<file path="src/rtl/charge_arbiter.sv">
// -----------------------------------------------------------------------------
// charge_arbiter
//
// Purpose:
//   Round-robin arbiter that funnels charge packets from NUM_REQ requesters
//   into a single registered output slot feeding a neuron input link. While
//   the slot is stalled (neuron_rdy low), a request that targets the same
//   neuron address is merged into the held charge with 16-bit signed
//   saturation rather than waiting for the slot to drain.
//
// Ports:
//   clk           in   single clock; all state updates on the rising edge
//   reset         in   synchronous active-high reset, highest priority
//   enable        in   low blocks new grants; a held slot still drains
//   clear_act     in   synchronous flush of held charge, pointer and counter
//   req_addr      in   NUM_REQ x 8-bit target addresses, lane i at [8i+7:8i]
//   req_charge    in   NUM_REQ x 16-bit signed charges, lane i at [16i+15:16i]
//   req_vld       in   NUM_REQ request valids
//   req_rdy       out  one-hot grant, combinational, only in the grant cycle
//   neuron_addr   out  registered slot address
//   neuron_charge out  registered slot charge (signed)
//   neuron_vld    out  registered slot valid
//   neuron_rdy    in   downstream ready; transfer when vld && rdy
//   merge_count   out  merges since reset/flush, saturating at 65535
//   idle          out  no held item and no pending request
// -----------------------------------------------------------------------------
module charge_arbiter #(
  parameter int NUM_REQ = 4
) (
  input  logic                      clk,
  input  logic                      reset,
  input  logic                      enable,
  input  logic                      clear_act,
  input  logic [NUM_REQ*8-1:0]      req_addr,
  input  logic [NUM_REQ*16-1:0]     req_charge,
  input  logic [NUM_REQ-1:0]        req_vld,
  output logic [NUM_REQ-1:0]        req_rdy,
  output logic [7:0]                neuron_addr,
  output logic signed [15:0]        neuron_charge,
  output logic                      neuron_vld,
  input  logic                      neuron_rdy,
  output logic [15:0]               merge_count,
  output logic                      idle
);

  localparam int PTR_W = $clog2(NUM_REQ);
  localparam logic [PTR_W-1:0] LAST_LANE = PTR_W'(NUM_REQ - 1);

  // ---------------------------------------------------------------------------
  // Helpers
  // ---------------------------------------------------------------------------

  // Lane reached by stepping 'off' places from 'base', wrapping at NUM_REQ.
  // Works for non-power-of-two lane counts, so a plain bit truncation is not
  // enough.
  function automatic logic [PTR_W-1:0] lane_at(input logic [PTR_W-1:0] base,
                                                input int              off);
    int sum;
    sum = int'(base) + off;
    if (sum >= NUM_REQ) begin
      sum = sum - NUM_REQ;
    end else begin
      sum = sum;
    end
    return sum[PTR_W-1:0];
  endfunction

  // Signed 16-bit add evaluated in 17 bits; when the two top bits disagree the
  // true result left the 16-bit range and is clamped toward its sign.
  function automatic logic signed [15:0] sat_add16(input logic signed [15:0] a,
                                                   input logic signed [15:0] b);
    logic signed [16:0] sum;
    logic signed [15:0] res;
    sum = {a[15], a} + {b[15], b};
    if (sum[16] != sum[15]) begin
      res = sum[16] ? 16'sh8000 : 16'sh7fff;
    end else begin
      res = sum[15:0];
    end
    return res;
  endfunction

  // ---------------------------------------------------------------------------
  // State
  // ---------------------------------------------------------------------------
  logic [7:0]         out_addr_q,    out_addr_d;
  logic signed [15:0] out_charge_q,  out_charge_d;
  logic               out_vld_q,     out_vld_d;
  logic [PTR_W-1:0]   ptr_q,         ptr_d;
  logic [15:0]        merge_count_q, merge_count_d;

  // ---------------------------------------------------------------------------
  // Lane unpacking and winner search
  // ---------------------------------------------------------------------------
  logic [7:0]         lane_addr_s   [NUM_REQ];
  logic signed [15:0] lane_charge_s [NUM_REQ];
  logic [PTR_W-1:0]   cand_s;
  logic [PTR_W-1:0]   win_idx_s;
  logic               win_found_s;
  logic [7:0]         win_addr_s;
  logic signed [15:0] win_charge_s;

  // Split the flat request buses into per-lane fields.
  always_comb begin
    for (int i = 0; i < NUM_REQ; i++) begin
      lane_addr_s[i]   = req_addr[8*i +: 8];
      lane_charge_s[i] = req_charge[16*i +: 16];
    end
  end

  // First valid lane searching ptr, ptr+1, ... with wrap-around.
  always_comb begin
    win_found_s = 1'b0;
    win_idx_s   = '0;
    cand_s      = '0;
    for (int k = 0; k < NUM_REQ; k++) begin
      cand_s = lane_at(ptr_q, k);
      if (!win_found_s && req_vld[cand_s]) begin
        win_found_s = 1'b1;
        win_idx_s   = cand_s;
      end else begin
        win_found_s = win_found_s;
      end
    end
  end

  assign win_addr_s   = lane_addr_s[win_idx_s];
  assign win_charge_s = lane_charge_s[win_idx_s];

  // ---------------------------------------------------------------------------
  // Grant decision
  // ---------------------------------------------------------------------------
  logic slot_free_s;
  logic merge_ok_s;
  logic grant_s;

  // slot_free and merge_ok are mutually exclusive (one needs ~out_vld or
  // neuron_rdy, the other out_vld and ~neuron_rdy), so a transfer cycle with a
  // matching address always reloads rather than merges.
  assign slot_free_s = ~out_vld_q | neuron_rdy;
  assign merge_ok_s  = out_vld_q & ~neuron_rdy & (win_addr_s == out_addr_q);
  assign grant_s     = enable & ~clear_act & ~reset & win_found_s &
                       (slot_free_s | merge_ok_s);

  // One-hot ready to the granted lane only.
  always_comb begin
    req_rdy = '0;
    for (int i = 0; i < NUM_REQ; i++) begin
      if (grant_s && (win_idx_s == PTR_W'(i))) begin
        req_rdy[i] = 1'b1;
      end else begin
        req_rdy[i] = 1'b0;
      end
    end
  end

  // ---------------------------------------------------------------------------
  // Next state
  // ---------------------------------------------------------------------------

  // Slot, pointer and merge counter update; flush beats grant and transfer.
  // Reset is applied in the register process and already masks grant_s.
  always_comb begin
    out_addr_d    = out_addr_q;
    out_charge_d  = out_charge_q;
    out_vld_d     = out_vld_q;
    ptr_d         = ptr_q;
    merge_count_d = merge_count_q;
    if (clear_act) begin
      out_vld_d     = 1'b0;
      ptr_d         = '0;
      merge_count_d = 16'd0;
    end else if (grant_s) begin
      ptr_d = (win_idx_s == LAST_LANE) ? '0 : win_idx_s + PTR_W'(1);
      if (slot_free_s) begin
        out_addr_d   = win_addr_s;
        out_charge_d = win_charge_s;
        out_vld_d    = 1'b1;
      end else begin
        out_charge_d  = sat_add16(out_charge_q, win_charge_s);
        merge_count_d = (merge_count_q == 16'hffff) ? merge_count_q
                                                     : merge_count_q + 16'd1;
      end
    end else if (out_vld_q && neuron_rdy) begin
      out_vld_d = 1'b0;
    end else begin
      out_vld_d = out_vld_q;
    end
  end

  // State registers with synchronous reset.
  always_ff @(posedge clk) begin
    if (reset) begin
      out_addr_q    <= 8'd0;
      out_charge_q  <= 16'sd0;
      out_vld_q     <= 1'b0;
      ptr_q         <= '0;
      merge_count_q <= 16'd0;
    end else begin
      out_addr_q    <= out_addr_d;
      out_charge_q  <= out_charge_d;
      out_vld_q     <= out_vld_d;
      ptr_q         <= ptr_d;
      merge_count_q <= merge_count_d;
    end
  end

  // ---------------------------------------------------------------------------
  // Outputs
  // ---------------------------------------------------------------------------
  assign neuron_addr   = out_addr_q;
  assign neuron_charge = out_charge_q;
  assign neuron_vld    = out_vld_q;
  assign merge_count   = merge_count_q;
  assign idle          = ~out_vld_q & ~|req_vld;

endmodule

</file>
<file path="config.mk">
export PLATFORM = sky130hd
export DESIGN_NAME = charge_arbiter
export DESIGN_NICKNAME = d
export VERILOG_FILES = /design/src/rtl/charge_arbiter.sv
export SDC_FILE = /design/constraint.sdc
export NUM_CORES = 1
export LEC_CHECK = 0
export BUFFER_PORTS_ARGS = -buffer_cell sky130_fd_sc_hd__buf_2
export CAP_MARGIN = 25
export CORE_MARGIN = 10
export CORE_UTILIZATION = 55
export CTS_CLUSTER_DIAMETER = 80
export DETAILED_ROUTE_END_ITERATION = 10
export GPL_ROUTABILITY_DRIVEN = 0
export GPL_TIMING_DRIVEN = 0
export PLACE_DENSITY = 0.86
export SKIP_CTS_REPAIR_TIMING = 1
export SLEW_MARGIN = 20
export SYNTH_ARGS = -nofsm -noshare
export SYNTH_HDL_FRONTEND = slang
export SYNTH_SLANG_ARGS = --single-unit
</file>
<file path="constraint.sdc">
create_clock -name clk -period 6.9 [get_ports clk]
set_clock_uncertainty 0.1 [all_clocks]
set_input_delay 0.345 -clock clk [delete_from_list [all_inputs] [get_ports clk]]
set_output_delay 0.345 -clock clk [all_outputs]
set_load 0.05 [all_outputs]
</file>
==> flow_metrics.py, run 1 <==
metrics = {
    "timing": {
        "slew_viol_final": 0,
        "finalHoldViolCount": 0,
        "tightestPinTransition_ns": 0.650,
        "setup-tns-final_ns": 0,
        "rsz0062_at_grt": "false",
        "finalSetupViolCount": 0,
        "whs_ns": 0.261,
        "period_share_pct": 78.9,
        "period_needed_ns": 5.44,
        "timing.fmax_mhz": 184,
        "max_slew_margin_pct": 56.5,
    },
    "pwr": {
        "seq_power_share_pct": 30.9,
        "pwr_density_cell_nw_per_um2": 173,
        "p_clk_share_pct": 24.7,
        "switchingPower_mw": 0.354,
        "pwr-share-comb_pct": 44.4,
        "p_int_mw": 0.517,
        "ir_worst_vdd_uv": 115,
        "leakagePower_nw": 2.31,
        "total_power_mw": 0.871,
        "sw_frac_of_total_pct": 40.7,
    },
    "routing": {
        "first_iter_violations": 365,
        "vias": 4957,
        "drt_wl_total_mm": 14.7,
        "wl_per_cell_um": 17.9,
        "drc": 0,
        "vias_per_cell": 6.02,
        "dr.pass1.iters": 5,
        "drtAntennaViolNets": 0,
    },
    "logic_synthesis": {
        "synthArstFlopShare_pct": 0,
        "postSynthAreaPerCell_um2": 7.15,
        "synth-edff-count": 0,
        "ys.flop_type": "dfxtp_1",
        "yosys.area.top_type": "dfxtp_1",
        "synth_cells": 566,
        "yosys.area.top_type_share_pct": 21.3,
        "ys_warn_count": 0,
        "synth_fp_nets": 693,
        "ys_seq_area_share_pct": 21.3,
        "synth-seq-cells": 43,
        "synth_cell_types": 63,
        "synthTopCellsByArea": "dfxtp_1 21%, nand2_1 9.7%, o21ai_0 6.7%",
        "syn_area_um2": 4050,
    },
    "min_path": {
        "whs_endpoint": "merge_count[3]",
        "hold_class": "primary input to register",
        "hold_depth": 3,
        "worstHoldStart": "reset",
    },
    "global_route": {
        "grt_pass1_vias": 4869,
        "antenna_found_initial": 0,
        "grt_usage_pct": 24.7,
        "grt_pass1_wl_mm": 23.5,
        "overflow": 0,
        "grt_max_degree": 16,
    },
    "die": {
        "dieArea_um2": 11200,
        "die_h_um": 106,
        "core_region_area_um2": 7210,
        "rows": 31,
        "initial_core_util_pct": 56.1,
        "io_pins": 151,
        "dieWidth_um": 106,
    },
    "clock_network": {
        "htree_levels": 2,
        "clockBufferDepth": 2,
        "cts_root_buf": "clkbuf_8",
        "cts_made_buffers": 5,
        "cts_tree": "built",
        "clock_latency_ns": 0.31,
        "cts_num_sinks": 43,
        "clk_pin_slew_ns": 0.10,
    },
    "worst_setup_path": {
        "end_kind": "register",
        "r2r_setup_slack_ns": 1.46,
        "cp-start-kind": "register",
        "cp_max_fo": 10,
        "r2r-start": "ptr_q[1]",
        "critical_path_class": "register to register",
        "reg2reg_depth": 17,
        "required_ns": 7.01,
        "r2r-end": "neuron_charge[9]",
        "cp.arrival_ns": 5.55,
    },
    "final_layout": {
        "nFillCells": 651,
        "final_common_cell": "buf_2",
        "utilization_pct": 69.8,
        "layout-drive-gt1-share_pct": 27.2,
        "final_cell_mix": "156 x buf_2, 105 x nand2_1, 54 x o21ai_0",
        "diodes": 0,
        "area_growth_pct": 24.5,
        "finalNonFillerCells": 823,
        "final_nets": 850,
    },
    "outcome": {
        "status": "finished clean",
    },
    "placement": {
        "port_buffers": 150,
        "place_hpwl_mm": 11.6,
        "dp_cells": 815,
    },
    "job": {
        "drv_cap": 0,
    },
}
==> through the flow <==
step                setup slack [ns]  area, um^2
floorplan                       2.85        4050
global placement                1.83        4920
detailed placement              1.72        4920
CTS                             1.69        5040
global route                    1.16        5040
finish                          1.46        5040
==> flip-flops by register name (all words and copies together) (netlist names) <==
signal	flops
merge_count	16
neuron_addr	8
neuron_charge	16
neuron_vld	1
ptr_q	2
==> kinds of logic (layout without fill, tap and decap cells) <==
kind of cell	after synthesis	in the layout	synth area share (%)
adders and majority gates	22	22	6.99
AOI/OAI and AO/OA	161	161	24.8
xor gates and xnor gates	12	12	2.60
buffers and inverters	40	198	4.27
muxes	18	18	5.41
and+or+nand+nor	270	270	34.7
DFF	43	43	21.3
==> worst max path at each step <==
stage	slack, ns	depth (start not counted)	start	endpoint
6_report	1.46	17	ptr_q[1]	neuron_charge[9]
5_1_grt	1.16	17	ptr_q[1]	neuron_charge[13]
4_1_cts	1.69	17	ptr_q[1]	neuron_charge[9]
3_5_place_dp	1.72	18	req_vld[2]	neuron_charge[9]
3_3_place_gp	1.83	18	req_vld[2]	neuron_charge[13]
2_1_floorplan	2.85	17	ptr_q[1]	neuron_charge[11]
==> worst max-delay path: stages, from the launching register on <==
cell	delay [ns]
dfxtp_1	0.42
mux2i_1	0.20
nor2_1	0.07
nor3_2	0.47
buf_2	0.31
clkbuf_1	0.41
a31oi_1	0.29
ha_1	0.31
fa_1	0.43
a211oi_1	0.34
o21ai_0	0.20
o2111ai_1	0.18
a32oi_1	0.21
o21ai_0	0.38
nand2_1	0.20
nand2_1	0.36
o21ai_0	0.16
mux2_4	0.29
==> per-layer routing <==
layer	vias to the layer above	GRT usage [%]	wire, um
met4	0	9.48	397
met1	2258	30.8	5960
met2	276	40.2	6910
met3	37	6.15	1430
li1	2386	-	-
met5	-	0	0
==> Yosys cell counts (all sizes together) (9+ instances only) <==
cell type  number
buf             9
nor2b          18
ha             21
a21oi          33
nand3          27
dfxtp          43
or3            16
mux2           10
clkbuf         24
nand2         105
o21ai          56
nor2           30
and3           26
a31oi          17
a211oi         14
nor3            9
==> area by class of cell <==
class / instances / area (um^2) / share of cell area, %
plain buffers: 33 / 146 / 2.91
clock buffers: 5 / 68.8 / 1.37
clock inverters: 3 / 46.3 / 0.919
inverters: 7 / 26.3 / 0.522
multi-input cells: 483 / 3010 / 59.8
flip-flops and latches: 43 / 861 / 17.1
well taps: 99 / 124 / 2.46
repair buffers: 150 / 751 / 14.9
==> power groups by stage <==
stage	sequential [mW]	combinational (mW)	clock (mW)
detailed placement	0.275	0.376	0
finish	0.269	0.386	0.215
floorplan	0.307	0.239	0
global placement	0.274	0.367	0
CTS	0.269	0.379	0.213
global route	0.271	0.424	0.225
Note: power is estimated with default switching activity, not from simulation.
==> inputs of run 2 (changes only) <==
ABC_AREA = 1   (was default)
CORE_UTILIZATION = 52   (was 55)
PLACE_DENSITY = 0.8   (was 0.86)
clock period = 5.04 ns   (was 6.9 ns; I/O delays follow)
==> flow_metrics.py, run 2 <==
metrics = {
    "outcome": {
        "status": "finished clean",
    },
    "clock_network": {
        "cts_made_buffers": 5,
        "clk_pin_slew_ns": 0.09,
        "clock_latency_ns": 0.31,
        "clockBufferDepth": 2,
        "cts_num_sinks": 43,
        "htree_levels": 2,
        "cts_root_buf": "clkbuf_8",
        "cts_tree": "built",
    },
    "final_layout": {
        "layout-drive-gt1-share_pct": 26.2,
        "final_cell_mix": "167 x nand2_1, 161 x buf_2, 89 x nor2_1",
        "finalNonFillerCells": 1014,
        "diodes": 0,
        "finalInstanceArea_um2": 5550,
        "final_common_cell": "nand2_1",
        "utilization_pct": 66.5,
        "final_nets": 1035,
        "area_growth_pct": 22.5,
    },
    "timing": {
        "whs_ns": 0.129,
        "max_slew_margin_pct": 61.3,
        "finalSetupViolCount": 0,
        "period_share_pct": 93.5,
        "finalHoldViolCount": 0,
        "timing.fmax_mhz": 212,
        "setup-tns-final_ns": 0,
        "period_needed_ns": 4.71,
        "tightestPinTransition_ns": 0.581,
        "setup_ws_ns": 0.329,
        "slew_viol_final": 0,
    },
    "routing": {
        "drt_wl_total_mm": 16.0,
        "vias": 5698,
        "first_iter_violations": 455,
        "wl_per_cell_um": 15.8,
        "vias_per_cell": 5.62,
        "drc": 0,
        "drtAntennaViolNets": 0,
        "dr.pass1.iters": 5,
    },
    "die": {
        "core_region_area_um2": 8340,
        "dieWidth_um": 113,
        "io_pins": 151,
        "initial_core_util_pct": 54.3,
        "rows": 33,
        "die_h_um": 113,
        "dieArea_um2": 12800,
    },
    "logic_synthesis": {
        "synth-xor-area-share_pct": 3.67,
        "synthTopCellsByArea": "dfxtp_1 19%, nand2_1 14%, nor2_1 7.5%",
        "synth_cell_types": 38,
        "syn_area_um2": 4530,
        "ys_seq_area_share_pct": 19.0,
        "yosys.area_share.adder_pct": 6.24,
        "synth_top_family_by_area": "simple AND/OR/NAND/NOR gates",
        "ys_warn_count": 0,
        "synth-seq-cells": 43,
        "yosys.area_share.simple_pct": 40.0,
        "synth_common_cells": "167 x nand2_1, 90 x nor2_1, 70 x inv_1, 67 x nand3_1, 46 x o21ai_0",
        "yosys.area.top_type": "dfxtp_1",
        "yosysMostFrequentCell": "nand2_1",
        "muxShareOfSynthArea_pct": 0,
        "synth_fp_nets": 879,
        "synth-edff-count": 0,
        "synthArstFlopShare_pct": 0,
        "postSynthAreaPerCell_um2": 6.03,
        "synth_compound_area_share_pct": 19.5,
        "ys.flop_type": "dfxtp_1",
        "yosys.area.top_type_share_pct": 19.0,
        "synth_cells": 752,
    },
    "placement": {
        "dp_cells": 1006,
        "port_buffers": 149,
        "dpl_cell_area_um2": 5410,
        "place_ws_ns": -0.245,
        "place_hpwl_mm": 12.7,
    },
    "global_route": {
        "grt_max_degree": 14,
        "overflow": 0,
        "grt_pass1_wl_mm": 25.7,
        "grt_pass1_vias": 5360,
        "grt_usage_pct": 23.5,
        "antenna_found_initial": 0,
    },
    "worst_setup_path": {
        "cpMaxStageDelayCell": "fa_1",
        "required_ns": 5.15,
        "cp.arrival_ns": 4.82,
        "end_kind": "register",
        "critPathBufInv": 5,
        "critPathTopFamily": "simple AND/OR/NAND/NOR gates",
        "cp_max_fo": 11,
        "max_stage_delay_ns": 0.41,
        "cp-start-kind": "register",
        "critical_path_class": "register to register",
    },
    "pwr": {
        "pwr_density_cell_nw_per_um2": 220,
        "ir_worst_vdd_uv": 175,
        "leakagePower_nw": 2.89,
        "total_power_mw": 1.22,
    },
    "job": {
        "drv_cap": 0,
    },
    "min_path": {
        "hold_class": "primary input to register",
    },
}
-- run 2: cell count changes in the layout (fill, tap and decap cells not counted), sizes merged, moves of 13 or more --
cell	change
nand4	+28
buf	+13
nor2	+65
nand3	+45
inv	+68
or3	-16
nor2b	-18
nand2	+76
o22ai	+14
a31oi	-15
and3	-26
a211oi	-14
a21oi	+16
-- run 2: cells by family (layout without fill, tap and decap cells) --
group / after synthesis / after routing
DFF: 43 / 43
AOI/OAI and AO/OA: 154 / 154
adders and majority gates: 22 / 22
and+or+nand+nor: 399 / 399
buffers and inverters: 115 / 272
xor gates and xnor gates: 19 / 19
-- run 2: worst min-delay path, cell delays in order --
cell,delay [ns]
buf_2,0.09
nor2_1,0.06
nand2_1,0.07
a21oi_1,0.03
-- run 2: power by group --
part | total (mW) | internal [mW] | switching (mW)
sequential | 0.361 | 0.351 | 0.0104
combinational | 0.623 | 0.220 | 0.403
clock | 0.237 | 0.0974 | 0.139
-- run 2: per-layer routing --
| layer | global-route usage [%] | wire, um | vias up |
|---|---|---|---|
| li1 | - | - | 2832 |
| met1 | 29.9 | 6840 | 2574 |
| met2 | 38.8 | 7360 | 255 |
| met3 | 5.18 | 1450 | 37 |
| met4 | 6.68 | 386 | 0 |
| met5 | 0 | 0 | - |
-- run 2: final cells by class --
cell class | count | area, um^2
multi-input cells | 594 | 3190
fillers | 798 | 2790
flip-flops and latches | 43 | 861
repair buffers | 149 | 746
inverters | 78 | 295
plain buffers | 37 | 238
well taps | 105 | 131
clock buffers | 6 | 72.6
clock inverters | 2 | 12.5
-- run 2: path summary, 6_finish.rpt --
path | startpoint | endpoint | slack, ns | depth (start not counted)
min | clear_act | merge_count[0] | 0.13 | 4
min reg2reg | merge_count[15] | merge_count[15] | 0.41 | 2
max reg2reg | ptr_q[0] | neuron_charge[9] | 0.33 | 26
max | ptr_q[0] | neuron_charge[9] | 0.33 | 26
